File: config.mk
export PLATFORM = sky130hd
export DESIGN_NAME = axi_rd_responder
export DESIGN_NICKNAME = d
export VERILOG_FILES = /design/src/rtl/ariane_axi.sv /design/src/rtl/axi_rd_responder_pkg.sv /design/src/rtl/axi_rd_responder_fifo.sv /design/src/rtl/axi_rd_responder.sv
export SDC_FILE = /design/constraint.sdc
export NUM_CORES = 1
export LEC_CHECK = 0
export BUFFER_PORTS_ARGS = -buffer_cell sky130_fd_sc_hd__buf_2
export CAP_MARGIN = 20
export CORE_MARGIN = 2
export CORE_UTILIZATION = 60
export CTS_CLUSTER_SIZE = 20
export DETAILED_ROUTE_END_ITERATION = 16
export GPL_TIMING_DRIVEN = 0
export PLACE_DENSITY = 0.95
export RECOVER_POWER = 100
export SETUP_SLACK_MARGIN = 0.15
export SLEW_MARGIN = 20
export SYNTH_ARGS = -nofsm -noshare
export SYNTH_HDL_FRONTEND = slang
export SYNTH_HIERARCHICAL = 1
export SYNTH_SLANG_ARGS = --single-unit
File: constraint.sdc
create_clock -name clk_i -period 6.1 [get_ports clk_i]
set_clock_uncertainty 0.05 [all_clocks]
set_input_delay 0.915 -clock clk_i [delete_from_list [all_inputs] [get_ports clk_i]]
set_output_delay 0.915 -clock clk_i [all_outputs]
set_load 0.005 [all_outputs]
File: src/rtl/ariane_axi.sv
// Slice of the ariane_axi package used by the read responder:
// AXI4 request/response structs and the resp/burst encodings.
package ariane_axi;

   localparam int unsigned AddrWidth = 64;
   localparam int unsigned DataWidth = 64;
   localparam int unsigned IdWidth   = 4;

   localparam logic [1:0] RespOkay   = 2'b00;
   localparam logic [1:0] RespSlvErr = 2'b10;

   localparam logic [1:0] BurstFixed = 2'b00;
   localparam logic [1:0] BurstIncr  = 2'b01;
   localparam logic [1:0] BurstWrap  = 2'b10;

   typedef struct packed {
      logic [IdWidth-1:0]   id;
      logic [AddrWidth-1:0] addr;
      logic [7:0]           len;
      logic [2:0]           size;
      logic [1:0]           burst;
   } ar_chan_t;

   typedef struct packed {
      logic [IdWidth-1:0]   id;
      logic [DataWidth-1:0] data;
      logic [1:0]           resp;
      logic                 last;
   } r_chan_t;

   typedef struct packed {
      logic     aw_valid;
      logic     w_valid;
      logic     b_ready;
      ar_chan_t ar;
      logic     ar_valid;
      logic     r_ready;
   } req_t;

   typedef struct packed {
      logic    aw_ready;
      logic    w_ready;
      logic    b_valid;
      logic    ar_ready;
      r_chan_t r;
      logic    r_valid;
   } resp_t;

endpackage

File: src/rtl/axi_rd_responder_pkg.sv
// FSM state type and burst-legality helper for axi_rd_responder.
package axi_rd_responder_pkg;

   typedef enum logic {StIdle, StBurst} state_e;

   // AXI4 WRAP bursts are only legal with 2, 4, 8 or 16 beats.
   function automatic logic wrap_len_ok(input logic [7:0] len);
      return (len == 8'd1) || (len == 8'd3) || (len == 8'd7) || (len == 8'd15);
   endfunction

endpackage

File: src/rtl/axi_rd_responder_fifo.sv
// Synchronous FIFO with register-array head, full/empty flags and same-cycle push/pop.
module axi_rd_responder_fifo #(
   parameter int unsigned Width = 8,
   parameter int unsigned Depth = 4
) (
   input  logic             clk_i,
   input  logic             rst_ni,
   input  logic             i_push,
   input  logic [Width-1:0] i_data,
   input  logic             i_pop,
   output logic [Width-1:0] o_data,
   output logic             o_full,
   output logic             o_empty
);
   localparam int unsigned PtrW = $clog2(Depth);
   localparam int unsigned CntW = PtrW + 1;

   logic [Width-1:0] r_mem [Depth];
   logic [PtrW-1:0]  r_wptr, r_rptr;
   logic [CntW-1:0]  r_cnt;
   logic             w_wr, w_rd;

   assign o_full  = (r_cnt == CntW'(Depth));
   assign o_empty = (r_cnt == '0);
   assign w_rd    = i_pop & ~o_empty;
   // A pop in the same cycle frees the slot a push into a full FIFO lands in.
   assign w_wr    = i_push & (~o_full | w_rd);
   assign o_data  = r_mem[r_rptr];

   always_ff @(posedge clk_i or negedge rst_ni) begin
      if (!rst_ni) begin
         r_wptr <= '0;
         r_rptr <= '0;
         r_cnt  <= '0;
      end else begin
         if (w_wr) r_wptr <= r_wptr + PtrW'(1);
         if (w_rd) r_rptr <= r_rptr + PtrW'(1);
         r_cnt <= r_cnt + CntW'(w_wr) - CntW'(w_rd);
      end
   end

   always_ff @(posedge clk_i) begin
      if (w_wr) r_mem[r_wptr] <= i_data;
   end

endmodule

File: src/rtl/axi_rd_responder.sv
// AXI4 read-only subordinate serving bursts from a req/gnt/rvalid memory.
// Optional WRAP support: define AXI_RD_RESP_WRAP_EN.
module axi_rd_responder
   import ariane_axi::*;
   import axi_rd_responder_pkg::*;
#(
   parameter int unsigned AxiAddrWidth = ariane_axi::AddrWidth,
   parameter int unsigned AxiDataWidth = ariane_axi::DataWidth,
   parameter int unsigned AxiIdWidth   = ariane_axi::IdWidth,
   parameter type         axi_req_t    = ariane_axi::req_t,
   parameter type         axi_rsp_t    = ariane_axi::resp_t,
   parameter int unsigned FifoDepth    = 4
) (
   input  logic                    clk_i,
   input  logic                    rst_ni,
   input  axi_req_t                axi_req_i,
   output axi_rsp_t                axi_resp_o,
   output logic                    mem_req_o,
   input  logic                    mem_gnt_i,
   output logic [AxiAddrWidth-1:0] mem_addr_o,
   input  logic                    mem_rvalid_i,
   input  logic [AxiDataWidth-1:0] mem_rdata_i
);
   localparam int unsigned     MaxSize = $clog2(AxiDataWidth / 8);
   localparam int unsigned     CntW    = $clog2(FifoDepth) + 1;
   localparam int unsigned     EntW    = AxiDataWidth + AxiIdWidth + 3;
   localparam logic [CntW-1:0] Credits = CntW'(FifoDepth);

   state_e                  r_state, w_state_d;
   logic [AxiIdWidth-1:0]   r_id;
   logic [AxiAddrWidth-1:0] r_addr;
   logic [7:0]              r_len, r_cnt;
   logic [2:0]              r_size;
   logic [1:0]              r_burst;
   logic                    r_err, r_pend_vld, r_pend_last;
   logic [CntW-1:0]         r_outst, w_outst_d;

   logic                    w_ar_hs, w_ar_err, w_wrap_bad;
   logic                    w_issue, w_gnt, w_err_beat, w_beat, w_pop, w_push;
   logic                    w_full, w_empty;
   logic [AxiAddrWidth-1:0] w_bytes, w_align, w_incr, w_wmask, w_next_addr;
   logic [EntW-1:0]         w_push_data, w_head;
   logic                    w_unused;

   assign w_unused = ^{axi_req_i.aw_valid, axi_req_i.w_valid, axi_req_i.b_ready, w_full};

   assign w_ar_hs = axi_req_i.ar_valid & (r_state == StIdle);

`ifdef AXI_RD_RESP_WRAP_EN
   logic [AxiAddrWidth-1:0] w_ar_mask;
   assign w_ar_mask  = (AxiAddrWidth'(1) << axi_req_i.ar.size) - AxiAddrWidth'(1);
   assign w_wrap_bad = (axi_req_i.ar.burst == BurstWrap) &
                       (!wrap_len_ok(axi_req_i.ar.len) || ((axi_req_i.ar.addr & w_ar_mask) != '0));
`else
   assign w_wrap_bad = (axi_req_i.ar.burst == BurstWrap);
`endif

   assign w_ar_err = (axi_req_i.ar.size > 3'(MaxSize)) | (axi_req_i.ar.burst == 2'b11) |
                     w_wrap_bad;

   assign w_bytes = AxiAddrWidth'(1) << r_size;
   assign w_align = r_addr & ~(w_bytes - AxiAddrWidth'(1));
   assign w_incr  = w_align + w_bytes;
   assign w_wmask = ((AxiAddrWidth'(r_len) + AxiAddrWidth'(1)) << r_size) - AxiAddrWidth'(1);

   always_comb begin
      w_next_addr = w_incr;
      if (r_burst == BurstFixed) begin
         w_next_addr = r_addr;
      end else if (r_burst == BurstWrap) begin
         w_next_addr = (w_align & ~w_wmask) | (w_incr & w_wmask);
      end
   end

   // Error beats consume credit like memory grants but bypass the memory.
   assign w_issue    = (r_state == StBurst) & (r_outst < Credits);
   assign mem_req_o  = w_issue & ~r_err;
   assign mem_addr_o = w_align;
   assign w_gnt      = mem_req_o & mem_gnt_i;
   assign w_err_beat = w_issue & r_err;
   assign w_beat     = w_gnt | w_err_beat;
   assign w_pop      = ~w_empty & axi_req_i.r_ready;

   assign w_push      = (mem_rvalid_i & r_pend_vld) | w_err_beat;
   assign w_push_data = w_err_beat ?
                        {AxiDataWidth'(0), r_id, (r_cnt == 8'd0), RespSlvErr} :
                        {mem_rdata_i, r_id, r_pend_last, RespOkay};

   always_comb begin
      w_state_d = r_state;
      unique case (r_state)
         StIdle:  if (w_ar_hs) w_state_d = StBurst;
         StBurst: if (w_beat && (r_cnt == 8'd0)) w_state_d = StIdle;
         default: w_state_d = StIdle;
      endcase
   end

   always_comb begin
      w_outst_d = r_outst;
      if (w_beat && !w_pop) begin
         w_outst_d = r_outst + CntW'(1);
      end else if (!w_beat && w_pop) begin
         w_outst_d = r_outst - CntW'(1);
      end
   end

   always_ff @(posedge clk_i or negedge rst_ni) begin
      if (!rst_ni) begin
         r_state     <= StIdle;
         r_id        <= '0;
         r_addr      <= '0;
         r_len       <= '0;
         r_cnt       <= '0;
         r_size      <= '0;
         r_burst     <= '0;
         r_err       <= 1'b0;
         r_pend_vld  <= 1'b0;
         r_pend_last <= 1'b0;
         r_outst     <= '0;
      end else begin
         r_state     <= w_state_d;
         r_outst     <= w_outst_d;
         r_pend_vld  <= w_gnt;
         r_pend_last <= w_gnt & (r_cnt == 8'd0);
         if (w_ar_hs) begin
            r_id    <= axi_req_i.ar.id;
            r_addr  <= axi_req_i.ar.addr;
            r_len   <= axi_req_i.ar.len;
            r_cnt   <= axi_req_i.ar.len;
            r_size  <= axi_req_i.ar.size;
            r_burst <= axi_req_i.ar.burst;
            r_err   <= w_ar_err;
         end else if (w_beat) begin
            r_addr <= w_next_addr;
            r_cnt  <= r_cnt - 8'd1;
         end
      end
   end

   axi_rd_responder_fifo #(
      .Width (EntW),
      .Depth (FifoDepth)
   ) u_fifo (
      .clk_i   (clk_i),
      .rst_ni  (rst_ni),
      .i_push  (w_push),
      .i_data  (w_push_data),
      .i_pop   (w_pop),
      .o_data  (w_head),
      .o_full  (w_full),
      .o_empty (w_empty)
   );

   always_comb begin
      axi_resp_o          = '0;
      axi_resp_o.ar_ready = (r_state == StIdle);
      axi_resp_o.r_valid  = ~w_empty;
      axi_resp_o.r.data   = w_head[EntW-1 -: AxiDataWidth];
      axi_resp_o.r.id     = w_head[AxiIdWidth+2 -: AxiIdWidth];
      axi_resp_o.r.last   = w_head[2] & ~w_empty;
      axi_resp_o.r.resp   = w_head[1:0];
   end

endmodule
* Yosys cells after proc, flatten, opt, wreduce, memory -nomap -nowiden
Memories as Yosys holds them, arrays and structs flattened. Cells that the tools add are included.
Word-level totals: bits of input ports 154, word-level logic and storage cells 86, register bits 103, memory bits (writable) 284, memories 1, output and inout port bits 141
Cells by class: add/sub/neg operators 11, multiplexer cells 14, magnitude comparators 2, reduce and logical (&&, ||, !) cells 11, bitwise operators 26, shift-type cells 2, eq/ne operators 5
Memories:
- u_fifo.r_mem | depth 4, bits a word 71, read ports 1, clocked after Yosys merged registers in 0, write ports 1, RTL line axi_rd_responder_fifo.sv:18 | logic [Width-1:0] r_mem [Depth];
Operator list (count):
- 64-bit two-way mux | 4
- 64-bit bitwise AND | 3
- 64-bit NOT | 2
- 64-bit by 1-bit subtractor with 64-bit output (second input constant) | 2
- 71-bit two-way mux | 1
- 64-bit adder | 1
- 64-bit bitwise OR | 1
- 1-bit by 3-bit << shifter with 64-bit output (first input constant) | 1
- 9-bit by 3-bit << shifter with 64-bit output | 1
- 8-bit two-way mux | 2
- 1-bit bitwise AND | 11
- 8-bit by 1-bit adder with 9-bit output (second input constant) | 1
- 8-bit logical NOT | 1
- 8-bit by 1-bit subtractor with 8-bit output (second input constant) | 1
- 2-bit equality test (second input constant) | 3
- 3-bit two-way mux | 2
- 1-bit bitwise OR | 5
- 2-bit by 1-bit adder with 2-bit output (second input constant) | 2
- 1-bit two-way mux | 4
- 1-bit NOT | 4
- 2-bit nonzero test | 2
- 3-bit by 1-bit adder with 3-bit output | 1
- 3-bit by 1-bit adder with 3-bit output (second input constant) | 1
- 3-bit equality test (second input constant) | 1
- 11 further kinds | 14

* Logic depth before layout (Yosys ltp)
word-level depth 11, mapped depth 19

* Cells and area by module
The synthesis kept the hierarchy.
By module, submodules not included:
- axi_rd_responder_fifo | instances 1, area an instance 10746.6 um2, seq. area each 8703.3 um2, cells an instance 406
- axi_rd_responder | instances 1, area an instance 7611.0 um2, seq. area each 2402.3 um2, cells an instance 990

* Worst setup path after synthesis
No wires, ideal clock.
path kind register to register, start point register r_len[0], end point register r_addr[63], clock period less this slack 3786 ps, buffers on the path 2, path slack 2314 ps, stages on the path, launching flop included 19, arrival 3641 ps, path through dfrtp_1 > ha_1 > buf_2 > inv_1 > o211a_1 > nor4_4 > a22oi_1 > o32ai_4 > and3_1 > buf_6 > nand2_1 > nor3_1 > ha_1 > nor2_1 > nor4_1 > and4_1 > mux2i_1 > nor2_1 > o31ai_1
On the way: word-level cells in the longest chain between the ends 10
RTL lines:
- from (decl) | RTL line axi_rd_responder.sv:32 | logic [7:0] r_len, r_cnt;
- from (signal assigned) | RTL line axi_rd_responder.sv:128 | r_len <= axi_req_i.ar.len;
- 8-bit by 1-bit adder with 9-bit output (*) | RTL line axi_rd_responder.sv:64 | assign w_wmask = ((AxiAddrWidth'(r_len) + AxiAddrWidth'(1)) << r_size) - AxiAddrWidth'(1);
- 9-bit by 3-bit << shifter with 64-bit output (*) | RTL line axi_rd_responder.sv:64
- 64-bit by 1-bit subtractor with 64-bit output (*) | RTL line axi_rd_responder.sv:64
- 64-bit NOT | RTL line axi_rd_responder.sv:71 | w_next_addr = (w_align & ~w_wmask) | (w_incr & w_wmask);
- 64-bit bitwise AND | RTL line axi_rd_responder.sv:71
- 64-bit bitwise OR (*) | RTL line axi_rd_responder.sv:71
- 64-bit two-way mux (*) | RTL line axi_rd_responder.sv:70 | end else if (r_burst == BurstWrap) begin
- 64-bit two-way mux (*) | RTL line axi_rd_responder.sv:68 | if (r_burst == BurstFixed) begin
- 64-bit two-way mux (*) | RTL line axi_rd_responder.sv:133 | end else if (w_beat) begin
- 64-bit two-way mux (*) | RTL line axi_rd_responder.sv:125 | if (w_ar_hs) begin
- to (signal assigned) | RTL line axi_rd_responder.sv:127 | r_addr <= axi_req_i.ar.addr;
- to (signal assigned) | RTL line axi_rd_responder.sv:134 | r_addr <= w_next_addr;
- to (decl) | RTL line axi_rd_responder.sv:31 | logic [AxiAddrWidth-1:0] r_addr;
Every way passes the cells marked *; elsewhere a longest branch is shown, timed or not. The select of a mux whose other input is x is not followed. A chain may end at the register's enable or synchronous reset.

* Worst setup path after layout
start point register r_size[1], end point register r_addr[54]
On the way: word-level cells in the longest chain between the ends 11
RTL lines:
- from (decl) | RTL line axi_rd_responder.sv:33 | logic [2:0] r_size;
- from (signal assigned) | RTL line axi_rd_responder.sv:130 | r_size <= axi_req_i.ar.size;
- 1-bit by 3-bit << shifter with 64-bit output | RTL line axi_rd_responder.sv:61 | assign w_bytes = AxiAddrWidth'(1) << r_size;
- 64-bit by 1-bit subtractor with 64-bit output | RTL line axi_rd_responder.sv:62 | assign w_align = r_addr & ~(w_bytes - AxiAddrWidth'(1));
- 64-bit NOT | RTL line axi_rd_responder.sv:62
- 64-bit bitwise AND | RTL line axi_rd_responder.sv:62
- 64-bit adder | RTL line axi_rd_responder.sv:63 | assign w_incr = w_align + w_bytes;
- 64-bit bitwise AND | RTL line axi_rd_responder.sv:71
- 64-bit bitwise OR | RTL line axi_rd_responder.sv:71
- 64-bit two-way mux (*) | RTL line axi_rd_responder.sv:70
- 64-bit two-way mux (*) | RTL line axi_rd_responder.sv:68
- 64-bit two-way mux (*) | RTL line axi_rd_responder.sv:133
- 64-bit two-way mux (*) | RTL line axi_rd_responder.sv:125
Marked as above.

==> impl_summary.md <==
STA
The part of the cycle the worst path needs is 86.8%. The worst slew margin relative to its limit is -93.8%. The post-layout minimum cycle time is 5.29 ns. The highest clock rate is 0.189 GHz.

The number of failing setup endpoints in the final timing report is 0. The slew at the pin closest to its max-slew limit is 2.91 ns. The hold violation count in the final report is 0. Setup total negative slack on the finished layout was measured at 0 ns.

Setup repair after global routing left no endpoint under its margin. The final max-slew violation count is 169.

Critical path
Along the worst path, the maximum fanout reaches 10. The signal on the critical path passes through clkbuf_1 > clkbuf_1 > clkbuf_1 > nand2_1 > inv_1 > nand2_1 > inv_1 > ha_1 > and2_0 > ha_1 > nand3_1 > a211oi_2 > nand4_2 > nor3_1 > nor3_1 > a211oi_1. The capturing element type of the critical path is a flop. The slack of the worst reg-to-reg path is 0.81 ns. The critical path data required time is 6.48 ns. The kind of start point of the critical path is a flop. The largest individual stage delay along the critical path comes from the cell sky130_fd_sc_hd__a211oi_2.

The stage delay of the slowest cell on the critical path is 0.77 ns. The cell with the most instances on the worst path is sky130_fd_sc_hd__clkbuf_1. The category of the critical setup timing path is reg -> reg. At the worst endpoint, the arrival time is 5.68 ns.

Synthesis
The combinational family with the most area after synthesis is simple AND/OR/NAND/NOR gates. Synthesis inferred 387 register bits. The most common flop cell mapped by yosys is sky130_fd_sc_hd__edfxtp_1. Yosys instantiated no cell more often than sky130_fd_sc_hd__edfxtp_1. Averaged over all synthesized cells, the footprint is 13.2 um^2. By area the synthesized netlist is led by sky130_fd_sc_hd__edfxtp_1, sky130_fd_sc_hd__dfrtp_1, sky130_fd_sc_hd__mux4_2, sky130_fd_sc_hd__nand2_1, sky130_fd_sc_hd__and2_1. The biggest area consumer among synthesized cells is sky130_fd_sc_hd__edfxtp_1. In the synthesized netlist, mux cells make up 9.51% of the area. The sequential cell area fraction in the yosys report is 60.5%. The number of enable flip-flop cells after synthesis is 284.

Summing the areas of all compound-gate instances in the mapped netlist gives 6.71% of the synthesized area. The synthesized-area fraction occupied by and/or/nand/nor cells is 13.6%. The area share of the leading cell type in the synthesized netlist is 46.5%.

The cell count after synthesis is 1396. The share of synthesized cell area in full adder, half adder and majority cells is 1.44%. The commonest cells after synthesis are sky130_fd_sc_hd__edfxtp_1, sky130_fd_sc_hd__nand2_1, sky130_fd_sc_hd__dfrtp_1. The parity-gate share of the synthesized area counting xor and xnor cells is 4.01%. The number of different library cells in the post-synthesis netlist is 81. The number of warnings reported in the yosys synthesis log is 6. The cell area that synthesis handed to floorplanning was 18400 um^2. The async set or reset register ratio after synthesis is 26.6%.

Clock tree
The clock drives 387 sinks. The tree is rooted in a sky130_fd_sc_hd__clkbuf_16. The number of buffers created by CTS is 40.

After clock tree synthesis, the setup repair step added 0 buffers. The latest clock arrival within the worst-skew pair is 0.52 ns. TritonCTS built the clock tree. After clock tree synthesis, the clock-pin slew on the worst setup and hold paths is 0.07 ns. The H-tree generated during clock tree synthesis spans 2 levels. Hold repair after CTS inserted 0 buffers. The number of instances resized during post-cts repair is 0.

The buffer depth of the longest clock path is 3.

Global routing
The number of antenna violations at the first check in global routing is 3. The largest net degree at the start of global routing is 55. The number of global-route vias before repair is 13200. Across every metal layer, demand over resource in global routing totals 30.1%.

The wire length of the first global-routing pass is 73.4 mm. The total overflow left after global routing is 0.

Drt
The number of remaining DRC errors is 0. The count of nets left with antenna violations once routing finished came out at 0. The number of search-and-repair iterations in the first detailed-routing pass is 6. The average wire length per cell after detail routing is 22.5 um.

The detailed router finished its first iteration with 1338 violations. The final route contains 13000 vias. The final wirelength is 48.7 mm. Dividing the detail-routed via count by the number of cells gives 6.01.

Die
The placeable core area is 30300 um^2. The height of the die is 179 um. The floorplan has 64 rows. The effective utilization at floorplan is 60.5%. 295 I/O pins were placed. The die covers 32000 um^2.

The die width is 179 um.

Pwr
The clock network accounts for 21.8% of the total power. The power per cell area is 544 nW/um^2. The switching share of power is 36.7%. The cell-internal power is 7.42 mW. The combinational power share is 40.1%.

The total design power is 11.7 mW. The leakage power of the design is 7.89 nW. Registers are responsible for 38.1% of the overall power. The worst-case IR drop observed on VDD is 0.314 mV. For this design the total switching power over the nets is 4.30 mW.

Finish
The number of filler instances in the final layout is 2017. The sequential cells in the finished layout cover a total of 11100 um^2. Once layout is complete, the cells apart from fillers number 2167. The area growth from synthesis to layout is 17.3%. The number of nets in the final layout is 1911. The design area is 21500 um^2. In the final layout, the share of cells above drive strength 1 is 21.2%. The multi-input combinational cells in the finished layout cover a total of 6460 um^2.

Place
After detailed placement, the total cell area comes to 20500 um^2. After detailed placement, the design holds a cell count of 2091. Routability-driven placement finished with a final weighted congestion of 0.977.

The count of buffers added on input and output ports is 288. The final HPWL from detailed placement is 33.1 mm.

Outcome
The final reports fail on max-capacitance violations, max-slew violations. The flow ran to the end, but the final reports show violations.

Min path
The worst hold path belongs to the class reg -> reg.

Job
The number of maximum-capacitance constraint violations is 5.
==> power groups by stage <==
stage	combinational (mW)	clock [mW]	sequential (mW)
detailed placement	4.83	0	4.46
floorplan	3.21	0	4.33
global route	5.10	2.69	4.54
finish	4.70	2.55	4.46
CTS	4.91	2.58	4.44
global placement	4.63	0	4.44
==> cell usage in the layout (no fill, tap or decap), types with 30 or more instances in the layout <==
| cell | synthesis | layout |
|---|---|---|
| sky130_fd_sc_hd__o21ai_0 | 64 | 72 |
| sky130_fd_sc_hd__clkbuf_16 | 0 | 40 |
| sky130_fd_sc_hd__a21oi_1 | 30 | 30 |
| sky130_fd_sc_hd__nor2_1 | 71 | 71 |
| sky130_fd_sc_hd__xnor2_1 | 52 | 52 |
| sky130_fd_sc_hd__xor2_1 | 32 | 32 |
| sky130_fd_sc_hd__buf_2 | 22 | 197 |
| sky130_fd_sc_hd__dfrtp_1 | 103 | 103 |
| sky130_fd_sc_hd__mux4_2 | 71 | 71 |
| sky130_fd_sc_hd__clkbuf_1 | 87 | 210 |
| sky130_fd_sc_hd__and2_0 | 0 | 71 |
| sky130_fd_sc_hd__edfxtp_1 | 284 | 284 |
| sky130_fd_sc_hd__nand2_1 | 159 | 159 |
==> final timing paths <==
kind                             from                to  cells past startpoint
max                         r_size[1]        r_addr[54]                     16
min                        r_outst[0]        r_outst[0]                      1
max reg2reg                 r_size[1]        r_addr[54]                     16
min reg2reg                r_outst[0]        r_outst[0]                      1
max in group asynchronous      rst_ni  u_fifo/r_wptr[1]                      1
min in group asynchronous      rst_ni         r_addr[0]                      1
==> critical path, delay by kind of cell (launching register included) <==
family                     cells  cell delay (ns)
AOI/OAI and AO/OA              2             0.99
adders and majority gates      2             0.65
buffers and inverters          5             1.59
DFF                            1             0.32
and+or+nand+nor                7             1.59
==> per-stage QoR <==
stage	hold WS (ns)	setup WS, ns	util, %
floorplan	0.415	2.31	-
global placement	0.439	1.12	66.9
detailed placement	0.451	1.40	67.5
CTS	0.296	1.35	72.0
global route	0.485	0.496	70.9
finish	0.457	0.806	71.0
==> area by class of cell <==
class                      count  area share, %
clock inverter                28           1.68
inverter                      27          0.471
buffer                       128           2.53
multi-input combinational    860           30.0
antenna                        5         0.0581
clock buffer                  43           4.70
timing repair buffer         293           6.71
tap                          396           2.30
sequential                   387           51.6
==> per-layer routing <==
layer,vias up,share of wire (%),track usage (%)
li1,5800,-,-
met1,6413,38,38.3
met2,707,50,52.2
met3,112,9.3,6.06
met4,0,2.9,9.52
met5,-,0,0
==> registers in the layout (all words and copies together) (netlist names) <==
name / flops
r_err: 1
r_pend_vld: 1
r_pend_last: 1
r_addr: 64
u_fifo/r_wptr: 2
r_size: 3
r_len: 8
u_fifo/r_mem: 284
r_id: 4
u_fifo/r_rptr: 2
r_burst: 2
u_fifo/r_cnt: 3
r_cnt: 8
r_state: 1
r_outst: 3
==> cell families (layout without fill, tap and decap cells) <==
family / count (synthesis) / count (layout)
XOR/XNOR: 84 / 84
flip-flops: 387 / 387
multiplexers: 85 / 85
buffers and inverters: 155 / 519
other: 1 / 12
AND/OR/NAND/NOR: 474 / 474
adder cells (fa/ha/maj): 20 / 20
AO/OA/AOI/OAI: 190 / 190
Power figures use the tool's default switching activity.
